<file path="config.mk">
export PLATFORM = sky130hd
export DESIGN_NAME = fir_seq_ctrl
export DESIGN_NICKNAME = d
export VERILOG_FILES = /design/src/rtl/fir_seq_pkg.sv /design/src/rtl/fir_seq_ram.sv /design/src/rtl/fir_seq_ctrl.sv
export SDC_FILE = /design/constraint.sdc
export NUM_CORES = 2
export LEC_CHECK = 0
export ABC_AREA = 1
export CORE_MARGIN = 5
export CORE_UTILIZATION = 50
export DETAILED_ROUTE_END_ITERATION = 12
export GPL_ROUTABILITY_DRIVEN = 1
export GPL_TIMING_DRIVEN = 0
export PLACE_DENSITY = 0.7
export SYNTH_ARGS = -nofsm -noshare
export SYNTH_HDL_FRONTEND = slang
export SYNTH_HIERARCHICAL = 1
export SYNTH_SLANG_ARGS = --single-unit
</file>
<file path="constraint.sdc">
create_clock -name clk -period 4.7 [get_ports clk]
set_input_delay 1.175 -clock clk [delete_from_list [all_inputs] [get_ports clk]]
set_output_delay 1.175 -clock clk [all_outputs]
set_load 0.01 [all_outputs]
</file>
<file path="src/rtl/fir_seq_pkg.sv">
// Shared types and helpers for the FIR sample/result sequencer.
// Holds the FSM state encoding and the run-length arithmetic used by the top.
package fir_seq_pkg;

   localparam int DEF_DATA_W = 32;

   typedef enum logic [2:0] {
      IDLE  = 3'd0,
      FEED  = 3'd1,
      FLUSH = 3'd2,
      DRAIN = 3'd3,
      DONE  = 3'd4
   } seq_state_t;

   // Number of results a run expects: one per fed sample, plus the tail
   // produced by the TAP_CNT-1 zero samples when flushing.
   function automatic int calc_target(input int sample_cnt, input int tap_cnt,
                                      input logic flush);
      return flush ? (sample_cnt + tap_cnt - 1) : sample_cnt;
   endfunction

   // Address width that never collapses to zero for a single-entry buffer.
   function automatic int addr_w(input int depth);
      return (depth > 1) ? $clog2(depth) : 1;
   endfunction

endpackage

</file>
<file path="src/rtl/fir_seq_ram.sv">
// Simple dual-port synchronous RAM: one write port, one registered read port.
// Out-of-range writes are dropped and out-of-range reads return zero.
module fir_seq_ram #(
   parameter int DATA_W = 32,
   parameter int DEPTH  = 4,
   parameter int AW     = 2
) (
   input  logic              clk,
   input  logic              reset,
   input  logic              we,
   input  logic [AW-1:0]     waddr,
   input  logic [DATA_W-1:0] wdata,
   input  logic [AW-1:0]     raddr,
   output logic [DATA_W-1:0] rdata
);

   localparam logic [AW:0] DEPTH_C = (AW+1)'(DEPTH);

   // Storage is sized to the full address space so every index is legal;
   // entries at or beyond DEPTH are simply never written or returned.
   logic [DATA_W-1:0] mem_q [0:(1<<AW)-1];
   logic [DATA_W-1:0] rdata_q;

   always_ff @(posedge clk) begin
      if (we && ({1'b0, waddr} < DEPTH_C)) begin
         mem_q[waddr] <= wdata;
      end
   end

   always_ff @(posedge clk) begin
      if (reset) begin
         rdata_q <= '0;
      end else if ({1'b0, raddr} < DEPTH_C) begin
         rdata_q <= mem_q[raddr];
      end else begin
         rdata_q <= '0;
      end
   end

   assign rdata = rdata_q;

endmodule

</file>
<file path="src/rtl/fir_seq_ctrl.sv">
// Sequencer feeding a FIR core from a loadable sample buffer over valid/ready
// and capturing the core's outputs into a result buffer for host readback.
module fir_seq_ctrl
   import fir_seq_pkg::*;
#(
   parameter  int DATA_W     = DEF_DATA_W,
   parameter  int SAMPLE_CNT = 10,
   parameter  int TAP_CNT    = 10,
   localparam int RES_DEPTH  = SAMPLE_CNT + TAP_CNT - 1,
   localparam int AW         = addr_w(RES_DEPTH)
) (
   input  logic              clk,
   input  logic              reset,
   input  logic              start,
   input  logic              flush_en,
   input  logic              wr_en,
   input  logic [AW-1:0]     wr_addr,
   input  logic [DATA_W-1:0] wr_data,
   input  logic [AW-1:0]     rd_addr,
   output logic [DATA_W-1:0] rd_data,
   output logic [DATA_W-1:0] x_data,
   output logic              x_valid,
   input  logic              x_ready,
   input  logic [DATA_W-1:0] y_data,
   input  logic              y_valid,
   output logic              busy,
   output logic              done,
   output logic              overflow,
   output logic [AW:0]       res_count
);

   localparam logic [AW-1:0] LAST_IDX = AW'(SAMPLE_CNT - 1);
   localparam logic [AW-1:0] LAST_FL  = AW'((TAP_CNT > 1) ? (TAP_CNT - 2) : 0);
   localparam logic [AW:0]   TGT_FL   = (AW+1)'(calc_target(SAMPLE_CNT, TAP_CNT, 1'b1));
   localparam logic [AW:0]   TGT_NF   = (AW+1)'(calc_target(SAMPLE_CNT, TAP_CNT, 1'b0));
   localparam logic          HAS_TAIL = (TAP_CNT > 1);

   seq_state_t        state_q;
   logic [AW-1:0]     idx_q;
   logic [AW-1:0]     fl_cnt_q;
   logic [AW:0]       res_cnt_q;
   logic              flush_q;
   logic              x_valid_q;
   logic              busy_q;
   logic              done_q;
   logic              ovf_q;

   logic              idle_like;
   logic              xfer;
   logic              cap;
   logic              res_we;
   logic              samp_we;
   logic [AW:0]       target;
   logic [AW-1:0]     samp_raddr;
   logic [DATA_W-1:0] samp_rdata;

   assign idle_like = (state_q == IDLE) || (state_q == DONE);
   assign xfer      = x_valid_q && x_ready;
   assign cap       = y_valid && !idle_like;
   assign target    = flush_q ? TGT_FL : TGT_NF;
   assign res_we    = cap && (res_cnt_q != target);
   assign samp_we   = wr_en && idle_like;

   // Prefetch: the sample RAM has one cycle of read latency, so its address
   // runs one index ahead whenever the current sample is being accepted and
   // stays put while the core stalls, which keeps x_data stable.
   always_comb begin
      samp_raddr = idx_q;
      if (idle_like) begin
         samp_raddr = '0;
      end else if ((state_q == FEED) && xfer) begin
         samp_raddr = idx_q + AW'(1);
      end
   end

   fir_seq_ram #(
      .DATA_W (DATA_W),
      .DEPTH  (SAMPLE_CNT),
      .AW     (AW)
   ) u_samp_ram (
      .clk    (clk),
      .reset  (reset),
      .we     (samp_we),
      .waddr  (wr_addr),
      .wdata  (wr_data),
      .raddr  (samp_raddr),
      .rdata  (samp_rdata)
   );

   fir_seq_ram #(
      .DATA_W (DATA_W),
      .DEPTH  (RES_DEPTH),
      .AW     (AW)
   ) u_res_ram (
      .clk    (clk),
      .reset  (reset),
      .we     (res_we),
      .waddr  (res_cnt_q[AW-1:0]),
      .wdata  (y_data),
      .raddr  (rd_addr),
      .rdata  (rd_data)
   );

   always_ff @(posedge clk) begin
      if (reset) begin
         state_q   <= IDLE;
         idx_q     <= '0;
         fl_cnt_q  <= '0;
         res_cnt_q <= '0;
         flush_q   <= 1'b0;
         x_valid_q <= 1'b0;
         busy_q    <= 1'b0;
         done_q    <= 1'b0;
         ovf_q     <= 1'b0;
      end else begin
         // Capture runs independently of the feed side so a sample transfer
         // and a result arriving in the same cycle are both honoured.
         if (cap) begin
            if (res_cnt_q == target) begin
               ovf_q <= 1'b1;
            end else begin
               res_cnt_q <= res_cnt_q + (AW+1)'(1);
            end
         end

         unique case (state_q)
            IDLE, DONE: begin
               if (start) begin
                  state_q   <= FEED;
                  flush_q   <= flush_en;
                  idx_q     <= '0;
                  fl_cnt_q  <= '0;
                  res_cnt_q <= '0;
                  ovf_q     <= 1'b0;
                  done_q    <= 1'b0;
                  busy_q    <= 1'b1;
                  x_valid_q <= 1'b1;
               end
            end
            FEED: begin
               if (xfer) begin
                  if (idx_q == LAST_IDX) begin
                     if (flush_q && HAS_TAIL) begin
                        state_q <= FLUSH;
                     end else begin
                        state_q   <= DRAIN;
                        x_valid_q <= 1'b0;
                     end
                  end else begin
                     idx_q <= idx_q + AW'(1);
                  end
               end
            end
            FLUSH: begin
               if (xfer) begin
                  if (fl_cnt_q == LAST_FL) begin
                     state_q   <= DRAIN;
                     x_valid_q <= 1'b0;
                  end else begin
                     fl_cnt_q <= fl_cnt_q + AW'(1);
                  end
               end
            end
            DRAIN: begin
               if (res_cnt_q == target) begin
                  state_q <= DONE;
                  busy_q  <= 1'b0;
                  done_q  <= 1'b1;
               end
            end
            default: begin
               state_q   <= IDLE;
               x_valid_q <= 1'b0;
               busy_q    <= 1'b0;
            end
         endcase
      end
   end

   // Flush samples are zero; outside FEED the bus is parked at zero.
   assign x_data    = (state_q == FEED) ? samp_rdata : '0;
   assign x_valid   = x_valid_q;
   assign busy      = busy_q;
   assign done      = done_q;
   assign overflow  = ovf_q;
   assign res_count = res_cnt_q;

endmodule

</file>
---- Word-level counts from Yosys, hierarchy flattened ----
Memory sizes are Yosys's and may differ from the RTL's. A register that Yosys moved wholly into a read port is not among the register bits.
Index checks and enable logic that the tools add are counted.
storage, ports and cells
  register bits ........................... 24
  latch bits .............................. 0
  RAM bits ................................ 2048
  ROM bits ................................ 0
  input port bits ......................... 81
  output and inout bits ................... 74
  logic and storage cells ................. 106
  memories kept ........................... 2
cells by class
  add/sub/neg operators ................... 3
  multipliers ............................. 0
  divide/modulo/power cells ............... 0
  magnitude comparators ................... 4
  eq/ne operators ......................... 17
  shifts and indexed selects .............. 0
  mux-type cells .......................... 43
  bitwise operators ....................... 4
  reductions and logical operators ........ 24
memories
  memory            depth  bits a word  read ports  clocked after memory_dff  write ports  line               text
  u_res_ram.mem_q   32     32           1           1                         1            fir_seq_ram.sv:21  logic [DATA_W-1:0] mem_q [0:(1<<AW)-1];
  u_samp_ram.mem_q  32     32           1           1                         1            fir_seq_ram.sv:21
operators by type and width
  cell                                                        count
  two-way mux 5 bit                                           8
  two-way mux 32 bit                                          1
  two-way mux 6 bit                                           4
  case mux 5 bit (2 select lines)                             2
  two-way mux 1 bit                                           18
  two-way mux 3 bit                                           6
  inequality test 2 bit, second input constant                8
  case mux 3 bit (4 select lines)                             1
  adder 5 x 1 -> 5 bit, second input constant                 2
  == test 5 x 4 -> 1 bit, second input constant               2
  less-than comparator 5 x 4 -> 1 bit, second input constant  2
  less-than comparator 5 bit, second input constant           2
  AND reduction 4 bit                                         2
  OR reduction 2 bit                                          4
  logical AND 1 bit                                           7
  AND reduction 7 bit                                         1
  adder 6 x 1 -> 6 bit, second input constant                 1
  == test 3 x 2 -> 1 bit, second input constant               2
  == test 6 x 5 -> 1 bit                                      1
  inequality test 6 x 5 -> 1 bit                              1
  AND reduction 3 bit                                         2
  AND reduction 6 bit                                         1
  nonzero test 2 bit                                          3
  inverter 1 bit                                              4
  other kinds (10)                                            10

---- Logic depth before layout (Yosys ltp) ----
  word-level depth ........................ 8
  mapped depth ............................ 20
  gate-level depth less buffers ........... 17

---- Cells and area by module ----
Netlist, hierarchy kept.
modules (own cells, without submodules)
  module                    instances  cells each  area each (um^2)  sequential area each (um^2)
  fir_seq_ram (u_res_ram)   1          2582        27968.1           19859.0
  fir_seq_ram (u_samp_ram)  1          2022        22168.8           16015.4
  fir_seq_ctrl              1          284         1702.9            480.5

---- Least setup slack after synthesis ----
Ideal clock, no wire load.
  kind .................................... input to register
  start point ............................. input port wr_en
  end point ............................... memory u_samp_ram.mem_q[2][0] (enable)
  library setup time ...................... 505 ps
  arrival ................................. 4574 ps
  required time ........................... 4195 ps
  setup slack ............................. -379 ps
  cell stages on the path ................. 6
  path buffers ............................ 0
  path through ............................ inv_1 nor2_1 inv_1 nor2_1 nand2_1 nor4_1
on the way
  cells in the longest elaborated chain, start to end .. 4
ends and longest elaborated chain
  item                                     line                text
  start, declared                          fir_seq_ctrl.sv:16  input logic wr_en,
  logical AND 1 bit                        fir_seq_ctrl.sv:62  assign samp_we = wr_en && idle_like;
  named net samp_we                        fir_seq_ctrl.sv:52  logic samp_we;
  logical AND 1 bit                        fir_seq_ram.sv:25   if (we && ({1'b0, waddr} < DEPTH_C)) begin
  two-way mux 1 bit                        fir_seq_ram.sv:25
  two-way mux 1 bit (not written as such)  fir_seq_ram.sv:26   mem_q[waddr] <= wdata;
  end, declared                            fir_seq_ram.sv:21
The timed path passes the listed nets, and every way through them passes these cells.

---- Worst setup path in the final report ----
  start point ............................. register state_q[2]
  end point ............................... output port x_data[5]
on the way
  cells in the longest elaborated chain, start to end .. 2
ends and longest elaborated chain
  item                    line                 text
  start, declared         fir_seq_ctrl.sv:38   seq_state_t state_q;
  start signal, assigned  fir_seq_ctrl.sv:106  state_q <= IDLE;
  start signal, assigned  fir_seq_ctrl.sv:129  state_q <= FEED;
  start signal, assigned  fir_seq_ctrl.sv:144  state_q <= FLUSH;
  == test 3 x 1 -> 1 bit  fir_seq_ctrl.sv:181  assign x_data = (state_q == FEED) ? samp_rdata : '0;
  two-way mux 32 bit      fir_seq_ctrl.sv:181
  end, declared           fir_seq_ctrl.sv:21   output logic [DATA_W-1:0] x_data,
Every way passes these cells.

==> flow_metrics.tcl <==
set metrics [dict create \
    die_h_um 332 \
    min_period_over_period_pct 87.2 \
    worstPathRequired_ns 3.52 \
    core_area_sq_um 103000 \
    cts.sinks 1240 \
    grt_pass1_wl_mm 207 \
    grt_pass1_vias 35000 \
    drive_gt1_share_pct 8.60 \
    cp_max_fo 10 \
    seq_area_frac_synth_pct 70.1 \
    slew_headroom_pct 27.4 \
    yosys_register_bits 1240 \
    antenna_found_initial 6 \
    die_w_um 332 \
    fin_skew_ns 0.0328 \
    cts_tree "yes" \
    utilization_pct 59.0 \
    worst_slew_pin_slew_ns 1.08 \
    grt_setup_unrepaired "false" \
    dp_hpwl_mm 93.2 \
    status "finished clean" \
    cp.arrival_ns 2.92 \
    ant_nets 0 \
    first_iter_violations 3693 \
    wl_per_cell_um 20.0 \
    synth_cell_type_count 37 \
    globalRouteTotalUtil_pct 24.6 \
    syn2layout_area_growth_pct 17.5 \
    io_buffer_count 151 \
    cts_setup_buffers 0 \
    die_area_sq_um 110000 \
    setup_viol 0 \
    drt-total-wl_mm 139 \
    end_kind "output port" \
    slew_viol_final 0 \
    peakVddDrop_uv 344 \
    max_cap_violations 0 \
    grt_max_degree 26 \
    cts_made_buffers 130 \
    drt-vias-per-instance 5.23 \
    start_kind "register" \
    period_needed_ns 4.10 \
    clk_latency_ns 0.74 \
    hold_class "register to register" \
    ctsResizeCount 0 \
    hold_buffers 0 \
    p_leak_nw 25.1 \
    clkTransAtPathRegs_ns 0.05 \
    num_vias 36200 \
    grt_overflow 0 \
    initial_utilization_pct 50.2 \
    clk_path_buf_depth 3 \
    root_buffer "clkbuf_16" \
    p_per_area_nw_per_um2 446 \
    drc 0 \
    synth_area_sq_um 51800 \
    synth_warnings 6 \
    rows 118 \
    timing_hold_violations_final 0 \
    fmax_mhz 244 \
    post-place-ws_ns 0.228 \
    gp_congestion 0.850 \
    critPathKind "register to output port" \
    fin_nets 5524 \
    htreeDepth 4 \
    worst_slack_ns 0.602 \
    io_pins 155 \
    syn-mean-instance-area_sq_um 10.6 \
    firstDrtPassIters 8 \
    postSynth.asyncResetShare_pct 0 \
    synth_cells 4888 \
    ys.flop_type "edfxtp_1" \
    synth-edff-count 1152 \
]
[synth_stat cells (3+ instances only)]
cell type / n / share of area (%)
or2_2: 33 / 0.40
clkinv_1: 30 / 0.22
nor3_1: 3 / 0.029
inv_2: 8 / 0.058
xor2_1: 10 / 0.17
nand2_1: 1522 / 11
clkbuf_1: 39 / 0.28
nor4_1: 4 / 0.048
inv_1: 680 / 4.9
dfxtp_1: 88 / 3.4
a21oi_1: 44 / 0.42
buf_6: 7 / 0.15
nand3_1: 846 / 8.2
nor2_4: 4 / 0.087
o21ai_0: 12 / 0.12
nand2_2: 3 / 0.036
nor2_1: 174 / 1.3
buf_2: 135 / 1.3
nand4_1: 9 / 0.11
buf_1: 31 / 0.22
edfxtp_1: 1152 / 67
buf_4: 31 / 0.45
ha_1: 5 / 0.12
[power breakdown]
group	switching [W]	leakage, nW	total, W	internal, W
Sequential	0.000167	11.3	0.0127	0.0126
Combinational	0.00330	11.8	0.00468	0.00138
Clock	0.00417	1.97	0.00976	0.00559
[flip-flops by register name (all words and copies together) (netlist names), 3 cells and up]
name	cells
u_res_ram/rdata	32
u_samp_ram/mem_q	512
state_q	3
res_count	6
fl_cnt_q	5
u_samp_ram/rdata	32
idx_q	5
u_res_ram/mem_q	640
[worst paths after layout]
kind                            startpoint                   end  slack (ns)  depth (start not counted)
worst max-delay path            state_q[2]             x_data[5]        0.60                          7
worst min register to register        done                  done        0.45                          2
worst max register to register  state_q[2]  u_samp_ram/rdata[21]        1.05                         12
worst min-delay path                  done                  done        0.45                          2
[per-layer routing]
metal  vias to the layer above  part of all wire [%]  global-route usage, %
li1                      16900                     -                      -
met1                     17200                    38                   30.5
met2                      1781                    49                   42.2
met3                       360                   8.7                   4.47
met4                         4                   4.5                   11.7
met5                         -                 0.022                      0
[per-stage QoR]
step                      hold slack (ns)  std cells  cell area, sq um  power (W)  setup TNS [ns]
final                               0.448       6927             60900     0.0272               0
after global routing                0.484       6925             60900     0.0283               0
after CTS                           0.452       6925             60900     0.0273               0
after detailed placement            0.444       6686             56900     0.0176               0
after global placement              0.444       6641             55900     0.0174        -1275.04
after floorplan                     0.463       5110             52700     0.0157          -48.28
[critical path: stages (launching register included)]
cell and delay [ns]:
dfxtp_1 0.40, inv_1 0.06, nand2_1 0.12, nor2_4 0.07, inv_2 0.38, buf_1 0.51, nor2_1 0.14, clkdlybuf4s50_1 0.51
[layout by cell type (no fill, tap or decap), types with 3 or more instances in the layout]
| master | n |
|---|---|
| buf_4 | 47 |
| dfxtp_1 | 88 |
| clkinv_2 | 13 |
| nand2_1 | 1522 |
| a21oi_1 | 44 |
| nor2_4 | 29 |
| clkinv_1 | 49 |
| buf_1 | 31 |
| nand4_1 | 9 |
| nor3_1 | 3 |
| edfxtp_1 | 1152 |
| nor4_2 | 4 |
| ha_1 | 5 |
| clkdlybuf4s50_1 | 151 |
| inv_2 | 8 |
| clkbuf_16 | 133 |
| nand3_1 | 846 |
| clkbuf_8 | 11 |
| inv_6 | 5 |
| bufinv_16 | 3 |
| inv_1 | 680 |
| conb_1 | 224 |
| clkbuf_1 | 86 |
| nand2_2 | 3 |
| xor2_1 | 10 |
| nor2_1 | 149 |
| or2_2 | 33 |
| inv_16 | 3 |
| buf_6 | 11 |
| buf_2 | 135 |
| buf_12 | 14 |
| o21ai_0 | 12 |
| buf_16 | 11 |
[kinds of logic (layout without fill, tap and decap cells)]
family / count (synthesis) / in the layout / synth area share, %
simple gates: 2604 / 2604 / 21.3
flops: 1240 / 1240 / 70.1
buf+inv: 962 / 1397 / 7.62
compound gates: 64 / 64 / 0.671
xor+xnor: 11 / 11 / 0.186
fa+ha+maj: 5 / 5 / 0.121
other cells: 2 / 226 / 0.0145
[area by class of cell]
class | instances | area [sq um]
fill | 8199 | 42300
clock inverter | 48 | 387
tap | 1380 | 1730
multi-input combinational | 2908 | 12600
clock buffer | 191 | 3660
timing repair buffer | 196 | 2260
inverter | 719 | 2700
sequential | 1240 | 36400
buffer | 243 | 1250
antenna | 2 | 5.00
Power figures use the tool's default switching activity.
